## src/rtl/irq_tick_gen.sv

```systemverilog
// irq_tick_gen: programmable periodic interrupt generator.
// Drives a level interrupt into the PS every eff_period cycles of axi_aclk,
// where eff_period = max(period, 2). A pending interrupt stays high until
// software acknowledges it. icount counts every fire event and wraps.
// Optional feature macro: IRQ_TICK_OVERRUN_EN. When it is defined,
// overrun_count counts fires that land while irq is already high, and
// saturates at all-ones. When it is undefined, overrun_count is tied to 0
// and no overrun register is built.

module irq_tick_gen #(
   parameter int PERIOD_W = 32,
   parameter int ICOUNT_W = 16
) (
   input  logic                axi_aclk,
   input  logic                axi_aresetn,
   input  logic                enable,
   input  logic [PERIOD_W-1:0] period,
   input  logic                irq_ack,
   output logic                irq,
   output logic [ICOUNT_W-1:0] icount,
   output logic [ICOUNT_W-1:0] overrun_count,
   output logic                busy
);

   typedef enum logic [1:0] {
      IDLE = 2'd0,
      RUN  = 2'd1,
      PEND = 2'd2
   } state_t;

   state_t              state;
   logic [PERIOD_W-1:0] count;
   logic [PERIOD_W-1:0] reload_val;
   logic                fire;

   // Reload value is eff_period-1 taken from the live period input; periods
   // of 0 and 1 are clamped to 2. A fire is the terminal count while running.
   always_comb begin
      reload_val = period - PERIOD_W'(1);
      if (period < PERIOD_W'(2)) begin
         reload_val = PERIOD_W'(1);
      end
      fire = (state != IDLE) && (count == '0);
   end

   // Main FSM with down-counter, registered irq/busy and the fired-event count.
   // Disable beats fire, and fire beats ack so a same-cycle ack cannot lose an event.
   always_ff @(posedge axi_aclk or negedge axi_aresetn) begin
      if (!axi_aresetn) begin
         state  <= IDLE;
         count  <= '0;
         irq    <= 1'b0;
         busy   <= 1'b0;
         icount <= '0;
      end else begin
         case (state)
            IDLE: begin
               irq <= 1'b0;
               if (enable) begin
                  state <= RUN;
                  count <= reload_val;
                  busy  <= 1'b1;
               end
            end
            RUN, PEND: begin
               if (!enable) begin
                  state <= IDLE;
                  count <= '0;
                  irq   <= 1'b0;
                  busy  <= 1'b0;
               end else if (fire) begin
                  state  <= PEND;
                  count  <= reload_val;
                  irq    <= 1'b1;
                  icount <= icount + ICOUNT_W'(1);
               end else begin
                  count <= count - PERIOD_W'(1);
                  if ((state == PEND) && irq_ack) begin
                     state <= RUN;
                     irq   <= 1'b0;
                  end
               end
            end
            default: begin
               state <= IDLE;
               count <= '0;
               irq   <= 1'b0;
               busy  <= 1'b0;
            end
         endcase
      end
   end

`ifdef IRQ_TICK_OVERRUN_EN
   logic [ICOUNT_W-1:0] overrun_q;

   // Count fires that hit an unacknowledged interrupt; a same-cycle ack
   // consumes the old event, so that case is not an overrun. Saturates.
   always_ff @(posedge axi_aclk or negedge axi_aresetn) begin
      if (!axi_aresetn) begin
         overrun_q <= '0;
      end else if (enable && fire && (state == PEND) && !irq_ack
                   && (overrun_q != '1)) begin
         overrun_q <= overrun_q + ICOUNT_W'(1);
      end
   end

   assign overrun_count = overrun_q;
`else
   assign overrun_count = '0;
`endif

endmodule

```

## config.mk

```make
export PLATFORM = sky130hd
export DESIGN_NAME = irq_tick_gen
export DESIGN_NICKNAME = d
export VERILOG_FILES = /design/src/rtl/irq_tick_gen.sv
export SDC_FILE = /design/constraint.sdc
export NUM_CORES = 1
export LEC_CHECK = 0
export BUFFER_PORTS_ARGS = -buffer_cell sky130_fd_sc_hd__buf_4
export CAP_MARGIN = 0
export CORE_UTILIZATION = 45
export DETAILED_ROUTE_END_ITERATION = 12
export PLACE_DENSITY = 0.66
export SYNTH_ARGS = -nofsm -noshare
export SYNTH_HDL_FRONTEND = slang
export SYNTH_SLANG_ARGS = --single-unit
export TNS_END_PERCENT = 10
```

## constraint.sdc

```tcl
create_clock -name axi_aclk -period 4.5 [get_ports axi_aclk]
set_input_delay 0.675 -clock axi_aclk [delete_from_list [all_inputs] [get_ports axi_aclk]]
set_output_delay 0.675 -clock axi_aclk [all_outputs]
set_load 0.02 [all_outputs]
```

==> reports/summary.txt <==
status -> finished, final reports clean
min-delay worst type -> in2async
GRT Resource Usage Total -> 24.0%
power density over the cells -> 440 nW/um2
Syn. warnings -> 0
Worst-path clk slew -> 0.11 ns
# hold bufs at CTS -> 0
Pins Over Slew Limit -> 0
Die ar. -> 8610 um2
MaxCap Viol Count -> 0
clk sink count -> 52
first-pass detailed-route iteration total -> 5
Ant. Diodes -> 0
delay-heaviest family, CP -> simple AND/OR/NAND/NOR gates
vias in the first global route -> 3176
Design Area, Final -> 4240 um2
Primary FF master, synth -> dfrtp_1
Setup CP Type -> reg2reg
RePlAce Congestion -> 0.886
Synth Register Bits -> 52
Max FO, Critical Path -> 11
Via density -> 6.07
crit-path cells -> inv_1, ha_1, nor4b_1, nand4_1, nor4_4, buf_4, a211oi_1, o21ai_0, o221ai_1
first-pass GRT wire length -> 16.2 mm
pin count of the biggest net entering global routing -> 53
area of the core -> 7850 um2
cell area after synthesis -> 3710 um2
initial antenna violation count -> 0
I/O pin cnt -> 70
drt total wl -> 9.82 mm
Worst Skew -> 0.0101 ns
DRC -> 0
Die Height -> 92.8 um
Post-DP HPWL -> 7.13 mm
Overflow after GRT -> 0
via count -> 3480
die width -> 92.8 um
final setup TNS -> 0 ns
Buffers & Inverters on Critical Path -> 2
max incr delay on CP -> 0.67 ns
fin crit share -> 77.0%
Pleak -> 1.72 nW
Slew @ Worst Pin -> 1.19 ns
Layout area overhead -> 14.4%
Post-DRT Antenna Nets -> 0
final setup fails -> 0
top-count cell post-synth -> dfrtp_1
row cnt -> 32
Root Buffer -> clkbuf_8
Post-synth EDFFs -> 0
CP endpoint kind -> flip-flop
WL/cell -> 17.1 um
top-area cell type share of the netlist area -> 35.1%
Synth async-reset ratio -> 100%
CP max-delay cell -> nand4_1
slew margin rel. -> 20.4%
post-CTS setup buffers -> 0
Hold Fails Final Rpt -> 0
crit path launch type -> flip-flop
minimum hold slack -> 0.391 ns
share of the yosys chip area belonging to registers -> 35.1%
post-CTS resize count -> 0
RSZ-0062 raised after global routing -> no
Initial DRC Count -> 268
synth cell count leaders -> dfrtp_1, nor2_1, nand2_1, xnor2_1
PortBufs -> 53
power consumption -> 1.86 mW
VDD IR-drop max -> 165 uV
# nets final -> 513
WP data required -> 4.65 ns
Inst Count DP -> 565
share of cells above drive strength 1 -> 17.8%
crit path time final -> 3.46 ns
Initial Utilization -> 47.2%
clk_lat worst skew -> 0.32 ns
Max Buffers Root-to-Sink -> 2
H-tree depth -> 2
Syn Inst Count -> 419
final cell count without fillers -> 573
count of different cell masters after synthesis -> 59
CTS buffer count -> 5
post-placement cell area -> 4150 um2
Critical Path AT -> 3.62 ns
area leader, netlist -> dfrtp_1
ranking of synthesized cells by area -> dfrtp_1, xnor2_1, nor2_1, buf_4, nand2_1
syn_area_per_cell -> 8.85 um2
CTS tree -> done
fmax -> 0.289 GHz
[worst register-to-register path: stages, from the launching register on]
cell      delay (ns)
dfrtp_1         0.44
inv_1           0.10
ha_1            0.24
nor4b_1         0.54
nand4_1         0.67
nor4_4          0.61
buf_4           0.27
a211oi_1        0.07
o21ai_0         0.21
o221ai_1        0.14
[path summary, 6_finish.rpt]
check / end / start / cells after the start / slack, ns
max: count[23] / count[0] / 9 / 1.04
min: icount[4] / axi_aresetn / 1 / 0.39
max reg2reg: count[23] / count[0] / 9 / 1.04
min reg2reg: icount[15] / icount[15] / 1 / 0.48
max in group asynchronous: count[12] / axi_aresetn / 1 / 3.67
min in group axi_aclk: icount[15] / icount[15] / 1 / 0.48
[routing by layer]
| metal | share of wire (%) | GRT usage [%] | wire length (um) |
|---|---|---|---|
| met1 | 46 | 33.9 | 4480 |
| met2 | 46 | 38.6 | 4490 |
| met4 | 1.4 | 5.64 | 140 |
| met5 | 0 | 0 | 0 |
| met3 | 7.3 | 3.20 | 713 |
[cell type report]
type                    count  area [um2]
clock buffers               5        68.8
well taps                 102         128
flip-flops and latches     52        1300
inverters                  11        41.3
clock inverters             3        27.5
fillers                   752        3610
multi-input cells         342        2240
repair buffers             58         435
[registers in the layout, summed over array words and instances, names as in the netlist]
signal,count
count,32
icount,16
state,2
busy,1
irq,1
[power by group]
| group | internal (mW) | leakage, nW | switching, mW |
|---|---|---|---|
| Combinational | 0.306 | 0.999 | 0.482 |
| Sequential | 0.613 | 0.677 | 0.169 |
| Clock | 0.115 | 0.0463 | 0.179 |
| Total | 1.03 | 1.72 | 0.831 |
[per-stage QoR]
| step | worst slack, ns | util [%] |
|---|---|---|
| 2_1_floorplan | 1.96 | - |
| 3_3_place_gp | 1.13 | 52.8 |
| 3_5_place_dp | 1.11 | 52.8 |
| 4_1_cts | 1.08 | 54.0 |
| 5_1_grt | 0.724 | 54.0 |
| 6_report | 1.04 | 54.0 |
[cells in the final DEF, fill, tap and decap left out, types with 7 or more instances in the layout]
master	n
o21ai_0	21
xor2_1	14
o21ai_1	7
nor3_1	21
conb_1	16
or4_1	10
nor4_1	13
nand3_1	11
nand2_1	33
nand4_1	13
xnor2_1	33
buf_4	58
o221ai_1	13
o211ai_1	10
inv_1	11
nor2_1	42
dfrtp_1	52
ha_1	7
[cell families (layout without fill, tap and decap cells)]
logic type,count (synthesis),after routing,synth area share (%)
xor+xnor,47,47,11.1
fa+ha+maj,7,7,2.36
buf+inv,40,77,6.11
compound gates,88,88,16.6
other cells,1,16,0.101
flops,52,52,35.1
mux,2,2,0.574
simple gates,182,182,28.0
Power figures use the tool's default switching activity.
